## config.mk

```make
export PLATFORM = sky130hd
export DESIGN_NAME = pulse_debouncer
export DESIGN_NICKNAME = d
export VERILOG_FILES = /design/src/rtl/pulse_debouncer.sv
export SDC_FILE = /design/constraint.sdc
export NUM_CORES = 1
export LEC_CHECK = 0
export ABC_AREA = 1
export ABC_CLOCK_PERIOD_IN_PS = 4200
export CAP_MARGIN = 5
export CELL_PAD_IN_SITES_DETAIL_PLACEMENT = 1
export CELL_PAD_IN_SITES_GLOBAL_PLACEMENT = 1
export CORE_UTILIZATION = 30
export CTS_BUF_LIST = sky130_fd_sc_hd__clkbuf_4 sky130_fd_sc_hd__clkbuf_8 sky130_fd_sc_hd__clkbuf_16
export CTS_CLUSTER_SIZE = 20
export DETAILED_ROUTE_END_ITERATION = 6
export PLACE_DENSITY = 0.65
export SLEW_MARGIN = 20
export SYNTH_ARGS = -nofsm -noshare
export SYNTH_HDL_FRONTEND = slang
export SYNTH_SLANG_ARGS = --single-unit
export TNS_END_PERCENT = 20
```

## constraint.sdc

```tcl
create_clock -name clk -period 4.2 [get_ports clk]
set_input_delay 0.42 -clock clk [delete_from_list [all_inputs] [get_ports clk]]
set_output_delay 0.42 -clock clk [all_outputs]
set_load 0.01 [all_outputs]
```

## src/rtl/pulse_debouncer.sv

```systemverilog
// Pushbutton debouncer: 2-flop synchronizer, polarity normalization, and a
// four-state FSM that emits one registered enable strobe per accepted press.
module pulse_debouncer #(
  parameter int unsigned DEBOUNCE_CYCLES = 250000,
  parameter bit          BTN_ACTIVE_LOW  = 1'b1
) (
  input  logic       clk,
  input  logic       reset,
  input  logic       btn_raw,
  output logic       enable_pulse,
  output logic       btn_level,
  output logic [1:0] state_dbg
);

  localparam int unsigned    CW       = $clog2(DEBOUNCE_CYCLES);
  localparam logic [CW-1:0]  CNT_MAX  = CW'(DEBOUNCE_CYCLES - 1);
  // Pin level when the button is released.
  localparam logic           REL_LVL  = BTN_ACTIVE_LOW;

  typedef enum logic [1:0] {
    IDLE         = 2'b00,
    PRESS_WAIT   = 2'b01,
    PRESSED      = 2'b10,
    RELEASE_WAIT = 2'b11
  } state_t;

  logic          sync1, sync2;
  logic          pressed;
  state_t        state, state_n;
  logic [CW-1:0] cnt, cnt_n;
  logic          pulse_n, level_n;

  always_ff @(posedge clk) begin
    if (!reset) begin
      sync1 <= REL_LVL;
      sync2 <= REL_LVL;
    end else begin
      sync1 <= btn_raw;
      sync2 <= sync1;
    end
  end

  assign pressed = sync2 ^ REL_LVL;

  always_ff @(posedge clk) begin
    if (!reset) begin
      state        <= IDLE;
      cnt          <= '0;
      enable_pulse <= 1'b0;
      btn_level    <= 1'b0;
    end else begin
      state        <= state_n;
      cnt          <= cnt_n;
      enable_pulse <= pulse_n;
      btn_level    <= level_n;
    end
  end

  always_comb begin
    state_n = state;
    cnt_n   = cnt;
    case (state)
      IDLE: begin
        if (pressed) begin
          state_n = PRESS_WAIT;
          cnt_n   = '0;
        end
      end
      PRESS_WAIT: begin
        if (!pressed) begin
          state_n = IDLE;
          cnt_n   = '0;
        end else if (cnt == CNT_MAX) begin
          state_n = PRESSED;
          cnt_n   = '0;
        end else begin
          cnt_n = cnt + 1'b1;
        end
      end
      PRESSED: begin
        if (!pressed) begin
          state_n = RELEASE_WAIT;
          cnt_n   = '0;
        end
      end
      RELEASE_WAIT: begin
        if (pressed) begin
          state_n = PRESSED;
          cnt_n   = '0;
        end else if (cnt == CNT_MAX) begin
          state_n = IDLE;
          cnt_n   = '0;
        end else begin
          cnt_n = cnt + 1'b1;
        end
      end
      default: begin
        state_n = IDLE;
        cnt_n   = '0;
      end
    endcase
  end

  // Outputs are computed from the upcoming state so they register alongside it.
  always_comb begin
    pulse_n   = (state == PRESS_WAIT) && (state_n == PRESSED);
    level_n   = (state_n == PRESSED) || (state_n == RELEASE_WAIT);
    state_dbg = state;
  end

endmodule

```

### Yosys cells after proc, flatten, opt, wreduce, memory -nomap -nowiden

Cells that the tools add are included.

| cells by class | value |
|---|---|
| add/sub/neg operators | 1 |
| eq/ne operators | 8 |
| mux-type cells | 13 |
| reductions and logical operators | 4 |

Operators with widths:

| cell | number |
|---|---|
| $mux 18 | 5 |
| $pmux 18 s4 | 1 |
| $add 18x1->18 const B | 1 |
| $eq 18x18->1 const B | 1 |
| $mux 2 | 6 |
| $eq 2x2->1 const B | 4 |
| $pmux 2 s4 | 1 |
| $ne 2x2->1 const B | 2 |
| $eq 2x1->1 const B | 1 |
| $logic_not 2->1 | 1 |
| $reduce_and 2->1 | 1 |
| $logic_and 1x1->1 | 1 |
| $logic_or 1x1->1 | 1 |

| storage, ports and cells | value |
|---|---|
| bits in registers | 24 |
| input port bits | 3 |
| output and inout port bits | 4 |
| logic and storage cells | 32 |

### Longest topological paths before layout

Gate-level depths: netlist (run 1).

| depth | value |
|---|---|
| depth after elaboration | 6 |
| depth in mapped cells | 10 |

### Worst setup path after synthesis (run 1)

No wires, ideal clock.

| timing path | value |
|---|---|
| path kind | register -> register |
| from | reg cnt[1] |
| to | reg cnt[16] |
| setup time | 0.122 ns |
| arrival | 1.209 ns |
| data required time | 4.078 ns |
| slack | 2.869 ns |
| stages on the path, launching flop included | 8 |
| cell sequence | dfxtp_1 -> ha_1 -> nand3_1 -> nor2_2 -> nand3_2 -> buf_2 -> nand3_1 -> a21oi_2 |

| on the way | value |
|---|---|
| word-level cells in the longest chain between the ends | 4 |
| elaborated cells between the ends (all ways) | 6 |
| those cells by class | 1 x add/sub; 1 x eq/ne; 4 x mux |

Ends and longest elaborated chain:

| item | line | RTL |
|---|---|---|
| start, declared | 30 | `logic [CW-1:0] cnt, cnt_n;` |
| start signal, assigned | 53 | `cnt <= cnt_n;` |
| $add 18x1->18 or $eq 18x18->1 (tied branches) | -- |  |
| $mux 18 * | 73, 90 |  |
| $mux 18 (on tied branches) | 87, 70 |  |
| $pmux 18 s4 * | 62 | `case (state)` |

Mark *: on every way between the ends. The rest lies on a longest branch, timed or not.
A chain may end at the register's enable or synchronous reset.

### Worst setup path in the final report (run 1)

| timing path | value |
|---|---|
| from | reg sync2 |
| to | reg cnt[6] |

| on the way | value |
|---|---|
| word-level cells in the longest chain between the ends | 2 |
| elaborated cells between the ends (all ways) | 6 |
| those cells by class | 2 x eq/ne; 3 x mux; 1 x reduce/logical |

Ends and longest elaborated chain:

| item | line | RTL |
|---|---|---|
| start, declared | 27 | `logic sync1, sync2;` |
| start signal, assigned | 39 | `sync2 <= sync1;` |
| $mux 18 (tied with other cells) | 87 | `if (pressed) begin` |
| $pmux 18 s4 or $reduce_and 2->1 (tied branches) | -- |  |

Several ways; a longest one is shown, not always the timed one.

==> results.md, run 1 <==
- The filler cells instantiated in the layout total 550.
- Counting I/O delays and the setup requirement, the final critical path takes 1980 ps.
- The number of clock sinks seen by CTS is 24.
- After detailed routing, the average wire length per cell comes to 14.7 microns.
- VDD sags by at most 0.133 mV.
- Setup repair after global routing left no endpoint under its margin.
- The area of combinational cells with multiple inputs is 731 sq um.
- For this run, the number of Yosys warnings is 0.
- The flow ran to the end, and the final reports show no timing, DRC or antenna violations.
- The total standard cell area after synthesis is 1330 sq um.
- The first TritonRoute pass finished after 4 iterations.
- The static power due to leakage is 0.559 nW.
- Ranked by total cell area, the synthesized netlist is headed by sky130_fd_sc_hd__dfxtp_1 (36%), sky130_fd_sc_hd__nand2_1 (14%), sky130_fd_sc_hd__nand3_1 (10%).
- The first global-routing pass estimated 6.24 mm of wire.
- Timing would allow up to 505 MHz.
- The library cells used most frequently in the layout, excluding fill and tap cells, are sky130_fd_sc_hd__nand2_1 (50), sky130_fd_sc_hd__nor2_1 (32), sky130_fd_sc_hd__nand3_1 (27).
- The final antenna diode count is 0.
- The congestion estimate from routability-driven global placement came to 0.857.
- The later-pin clock latency in the skew report is 270 ps.
- For this configuration, the core starts out at a cell density of 0.322.
- The total global routing overflow is 0.
- Relative to the synthesized area, the layout overhead comes to 12.2%.
- For this run, the register share of the synthesized area comes to 0.360.
- The prevailing post-synth register cell is sky130_fd_sc_hd__dfxtp_1.
- The worst-case headroom to the max-slew limit is 0.309.
- The power per cell area is 300 nW/um^2.
- The maximum clock insertion buffer count is 2.
- The clock transition at the registers of the reported paths is 90 ps.
- Entering global routing, the biggest net connects 15 pins.
- The number of nets produced by synthesis is 207.
- The initial antenna violation count was 0.
- At the end of the flow the core is filled with cells to 0.361.
- For this run, the total global-route usage over all layers was measured as 0.185.
- The total of hold buffers inserted after clock tree synthesis is 0.
- Once detail routing completed, the nets flagged for antenna violations numbered 0.
- The count of buffers added on input and output ports is 6.
- The critical path class is register to register.
- The via count is 1,275.
- 7 I/O pins were placed.
- Summed over all layers, the routed wires come to 3.79 mm.
- The max-slew violation total from the final report is 0.
- The share of layout cells above drive strength 1 is 0.0817.
- The floorplan has 23 rows.
- The clock tree root driver cell is sky130_fd_sc_hd__clkbuf_8.
- The total DRC errors in the routed layout is 0.
- TritonCTS built the clock tree.
- The die is 68.7 microns wide.
- The count of endpoints failing setup in the final report is 0.
- Leaving out fill and tap cells, the most frequent cell in the layout is sky130_fd_sc_hd__nand2_1.
- The worst setup path is launched from a register.
- CTS built an H-tree with a depth of 1.
- The number of setup buffers added after CTS is 0.
- The path category of the worst min-delay check is register to register.
- Of the available clock period, the critical path in the final layout requires 0.471.
- The final setup TNS is 0 ps.
- The number of vias per cell is 4.94.
- The worst-path maximum fanout is 13.
- STA classifies the critical path endpoint as a register.
- After technology mapping, the gate count stands at 203.
- The count of state elements after synthesis is 24.
- Clock tree synthesis inserted a total of 3 buffers.
- The fraction of post-synthesis cell area in the top cell type by area is 0.360.
- The critical path data required time is 4410 ps.
- At the pin with the least slew margin, the transition time is 1030 ps.
- The pre-CTS setup slack is 2230 ps.
- The share of flip-flops with an asynchronous set or reset after synthesis is 0.
- The number of library cell types mapped by synthesis is 25.
- Across the run, the number of max-cap violations was 0.
- The total of cells resized after clock tree synthesis is 0.
- Between clock sinks in the finished design, the worst skew comes to 5.46 ps.
- The number of hold-slack violations in the final timing report is 0.
- The mean instance size in the synthesized netlist is 6.57 sq um.
- The worst path setup slack after routing is 2220 ps.
- The floorplan step defined a die boundary enclosing 4720 sq um.
- After the last flow step, the layout net total stands at 213.
- For the worst setup path, the data arrival time is 2190 ps.
- The placed wire-length estimate is 2.83 mm.
- The sequential cell area is 480 sq um.
- The area inside the core boundary is 4140 sq um.
- The count of flip-flops with a built-in enable after synthesis is 0.
- The number of global-route vias before repair is 1,269.
- The first routing iteration left 51 violations.
- The die is 68.7 microns tall.
- Of all cell types, the one taking the most synthesized area is sky130_fd_sc_hd__dfxtp_1.
==> kinds of logic (layout without fill, tap and decap cells) <==
logic type / after synthesis / in the layout / synth area share
AOI/OAI and AO/OA: 20 / 20 / 0.0910
DFF: 24 / 24 / 0.360
xor gates and xnor gates: 7 / 7 / 0.0460
and+or+nand+nor: 122 / 122 / 0.402
buffers and inverters: 29 / 34 / 0.0919
adders and majority gates: 1 / 1 / 0.00938
==> cell type report <==
cell class | count | area share
Tap cell | 50 | 0.0418
Sequential cell | 24 | 0.321
Clock inverter | 1 | 0.0201
Clock buffer | 3 | 0.0276
Timing Repair Buffer | 6 | 0.0401
Inverter | 24 | 0.0610
Multi-Input combinational cell | 150 | 0.488
==> sequential cells by signal (all words and copies together), names as in the netlist <==
signal	count
btn_level	1
cnt	18
sync1	1
state_dbg	2
enable_pulse	1
sync2	1
==> synth_stat cells, types with 2 or more instances <==
cell / count
sky130_fd_sc_hd__or2_2: 2
sky130_fd_sc_hd__xnor2_1: 2
sky130_fd_sc_hd__o21ai_0: 7
sky130_fd_sc_hd__inv_1: 22
sky130_fd_sc_hd__dfxtp_1: 24
sky130_fd_sc_hd__nand3_1: 27
sky130_fd_sc_hd__clkbuf_1: 2
sky130_fd_sc_hd__a21oi_2: 5
sky130_fd_sc_hd__xor2_1: 5
sky130_fd_sc_hd__nand3_2: 2
sky130_fd_sc_hd__nor2_1: 32
sky130_fd_sc_hd__nand4_1: 5
sky130_fd_sc_hd__a21oi_1: 7
sky130_fd_sc_hd__nand2_1: 50
==> path summary, 6_finish.rpt <==
kind / from / to / slack [ps] / depth (start not counted)
min reg2reg: sync1$_SDFF_PN1_ / sync2$_SDFF_PN1_ / 430 / 1
max reg2reg: sync2$_SDFF_PN1_ / cnt[6]$_SDFFE_PN0P_ / 2220 / 6
max: sync2$_SDFF_PN1_ / cnt[6]$_SDFFE_PN0P_ / 2220 / 6
min: sync1$_SDFF_PN1_ / sync2$_SDFF_PN1_ / 430 / 1
==> power by group <==
part           total (mW)  switching [mW]  internal (mW)  leakage (nW)
clock network       0.204          0.0768          0.128        0.0357
logic              0.0148          0.0105        0.00431         0.330
registers           0.229        0.000776          0.229         0.194
==> routing by layer <==
layer	share of wire	vias to the layer above	wire length, microns	global-route usage
met4	0.0071	0	27	0.0469
met3	0.021	2	78	0.0395
li1	-	653	-	-
met2	0.47	9	1780	0.314
met1	0.50	611	1900	0.235
met5	0	-	0	0
==> critical path: stages, from the launching register on <==
cell and delay [ps]:
sky130_fd_sc_hd__dfxtp_1 340, sky130_fd_sc_hd__xor2_1 200, sky130_fd_sc_hd__nor2_1 800, sky130_fd_sc_hd__nand2_1 260, sky130_fd_sc_hd__nand2_1 110, sky130_fd_sc_hd__nand2_1 90, sky130_fd_sc_hd__nor2_1 120
==> stage by stage <==
| step | total power [mW] | hold WS, ps | instances | instance area (sq um) |
|---|---|---|---|---|
| 2_1_floorplan | 0.245 | 392 | 203 | 1330 |
| 4_1_cts | 0.456 | 429 | 258 | 1500 |
| 6_report | 0.448 | 431 | 258 | 1500 |
| 3_5_place_dp | 0.250 | 406 | 254 | 1430 |
| 5_1_grt | 0.466 | 470 | 258 | 1500 |
| 3_3_place_gp | 0.249 | 404 | 254 | 1430 |
No activity file was read; power rests on OpenSTA's default activity.
==> run 2, diff against run 1 <==
--- a/config.mk
+++ b/config.mk
@@ -6,7 +6,7 @@
 export NUM_CORES = 1
 export LEC_CHECK = 0
 export ABC_AREA = 1
-export ABC_CLOCK_PERIOD_IN_PS = 4200
+export ABC_CLOCK_PERIOD_IN_PS = 2100
 export CAP_MARGIN = 5
 export CELL_PAD_IN_SITES_DETAIL_PLACEMENT = 1
 export CELL_PAD_IN_SITES_GLOBAL_PLACEMENT = 1
==> constraint.sdc (replaced) <==
create_clock -name clk -period 2.1 [get_ports clk]
set_input_delay 0.21 -clock clk [delete_from_list [all_inputs] [get_ports clk]]
set_output_delay 0.21 -clock clk [all_outputs]
set_load 0.01 [all_outputs]
==> run 2 against run 1 <==
  * Register-to-register slack lost 1800 ps
  * Clock power grew 110%
  * Worst setup slack lost 1800 ps
  * Worst hold slack lost 18 ps
  * Critical endpoint is now cnt[2]$_SDFFE_PN0P_
==> results.md, run 2 (synthesis results as in run 1) <==
- The run finished with clean final reports.
- The total of hold buffers inserted after clock tree synthesis is 0.
- Measured along the x axis, the die boundary spans 68.7 microns.
- STA puts the critical path data required time at 2320 ps.
- The final critical-path share of the clock period is 0.812.
- 0 antenna diodes ended up in the layout.
- Headroom to the max-slew limit came out at 0.575.
- The number of I/O port buffers is 6.
- The min-delay analysis places its worst path in the category register to register.
- The most common cell after layout, fill and taps aside is sky130_fd_sc_hd__nand2_1.
- Counting flops per register, the top entry is cnt.
- Setup repair after global routing left no endpoint under its margin.
- The antenna violation net count after detailed routing is 0.
- The critical path class is register to register.
- The max-slew violation total from the final report came to 0.
- The pin count of the biggest net entering global routing is 15.
- The CTS tree is built.
- In the routed design, unresolved DRC markers number 0.
- The final net count is 215.
- In this design, the stage delay of the slowest critical-path cell is 520 ps.
- The nature of the critical path endpoint is a register.
- The number of hold-slack violations in the final timing report was 0.
- The initial antenna violation count is 0.
- The number of vias per cell is 4.95.
- Between clock sinks in the finished design, the worst skew comes to 13.1 ps.
- The number of H-tree branching levels is 1.
- The count of endpoints failing setup in the final report is 0.
- The number of clock buffers added by TritonCTS is 3.
- For this design the top-level I/O count stands at 7.
- The share of layout cells above drive strength 1 is 0.0952.
- Detailed routing inserted a total of 1,287 vias.
- For this design, the slowest cell found on the critical path is sky130_fd_sc_hd__nor2_2.
- The final critical-path required period is 1710 ps.
- Leaving out fill and tap cells, the most frequent cells in the layout are sky130_fd_sc_hd__nand2_1 (50), sky130_fd_sc_hd__nor2_1 (31), sky130_fd_sc_hd__nand3_1 (27).
- The type of origin of the critical path is a register.
- The share of total power dissipated in combinational logic is 0.035.
- The critical path goes through xor2_1, nor2_2, nand2_1, o21ai_0, nand2_1, inv_1.
- The area inside the core boundary is 4140 sq um.
- After detailed routing, the total wire length is 3.84 mm.
- The all-layer global routing usage is 0.182.
- The number of global-route vias before repair is 1,261.
- For this design the static power due to leakage is 0.568 nW.
- The internal power of the cells totals 722 uW.
- The number of flip-flops under the largest register name is 18.
- The power per cell area is 604 nW/um^2.
- The upper clock frequency limit is 586 MHz.
- The layout overhead on the synthesized area is 13.5%.
- Clock tree synthesis found a total of 24 sinks.
- The number of iterations in the first detailed-routing pass is 4.
- The worst supply voltage drop on vdd is 0.434 mV.
- For this configuration, the core starts out at a cell density of 0.322.
- The detailed router's first-iteration violation count is 47.
- The clock share of power is 0.463.
- Clock latency on the worst-skew pair, taken at its later pin, is 280 ps.
- At the end of routability-driven placement, the weighted congestion stood at 0.861.
- The number of violations of the max-capacitance limit is 0.
- At the pin with the least slew margin, the transition time is 637 ps.
- The clock tree root driver cell is sky130_fd_sc_hd__clkbuf_8.
- The global-route wire length before repair is 6.15 mm.
- The vertical die dimension is 68.7 microns.
- The floorplan has 23 rows.
- The total power of the final layout is 914 uW.
- The total overflow left after global routing is 0.
- The maximum clock insertion buffer count is 2.
- The routed wirelength normalized by instance count is 14.8 microns.
- The cell occurring most often along the worst timing path is sky130_fd_sc_hd__nand2_1.
- The total net switching power is 191 uW.
- Setup total negative slack on the finished layout was measured at 0 ps.
- Along the worst path, the maximum fanout reaches 13.
- The die covers 4720 sq um.
- The switching portion of total power is 0.209.
- At the worst endpoint, the arrival time is 1930 ps.
- The clock transition at the registers of the reported paths is 100 ps.
- The HPWL after detailed placement is 2.82 mm.
- The portion of total power attributed to sequential cells is 0.502.
run 2: cell types whose count changed in the layout (fill, tap and decap cells not counted):
cell	before	now
sky130_fd_sc_hd__buf_4	0	2
sky130_fd_sc_hd__nor2_1	32	31
sky130_fd_sc_hd__nor2_2	1	2
run 2: metal layers:
layer  routed length [microns]  vias up  global-route usage
met1                      1900      618               0.233
li1                          -      659                   -
met3                        71        2              0.0345
met4                        20        0              0.0313
met2                      1850        8               0.319
met5                         0        -                   0
run 2: area by class of cell:
| class | instances | area, sq um |
|---|---|---|
| sequential | 24 | 480 |
| inverter | 24 | 91.3 |
| clock inverter | 1 | 30.0 |
| clock buffer | 3 | 41.3 |
| multi-input combinational | 150 | 733 |
| fill | 560 | 2630 |
| tap | 50 | 62.6 |
| timing repair buffer | 8 | 75.1 |
run 2: per-stage QoR:
step                instance area (sq um)  hold slack, ps  utilization  setup slack, ps  std cells
global route                         1510             453        0.365              271        260
global placement                     1440             413        0.348              274        256
detailed placement                   1440             410        0.348             82.6        256
finish                               1510             414        0.365              394        260
CTS                                  1510             421        0.365             75.8        260
floorplan                            1330             317            -              769        203
run 2: power by group through the flow:
stage	logic, mW	clock network [mW]	registers, mW
after floorplan	0.0199	0	0.469
after global placement	0.0308	0	0.469
after detailed placement	0.0322	0	0.469
after CTS	0.0322	0.431	0.459
after global routing	0.0347	0.443	0.459
final	0.0319	0.423	0.459
run 2: path summary, 6_finish.rpt:
path         slack (ps)             start                   to  cells past startpoint
max                 390  sync2$_SDFF_PN1_  cnt[2]$_SDFFE_PN0P_                      6
min                 410  sync1$_SDFF_PN1_     sync2$_SDFF_PN1_                      1
max reg2reg         390  sync2$_SDFF_PN1_  cnt[2]$_SDFFE_PN0P_                      6
min reg2reg         410  sync1$_SDFF_PN1_     sync2$_SDFF_PN1_                      1
run 2: worst max-delay path: cells and delay by family (launching register included):
kind / cells / cell delay (ps)
and+or+nand+nor: 3 / 830
AOI/OAI and AO/OA: 1 / 210
DFF: 1 / 340
xor gates and xnor gates: 1 / 210
buffers and inverters: 1 / 60
run 2: timing repair:
action,CTS,global route
setup endpoints to repair,0,5
resized for setup,0,1
setup buffers,0,0
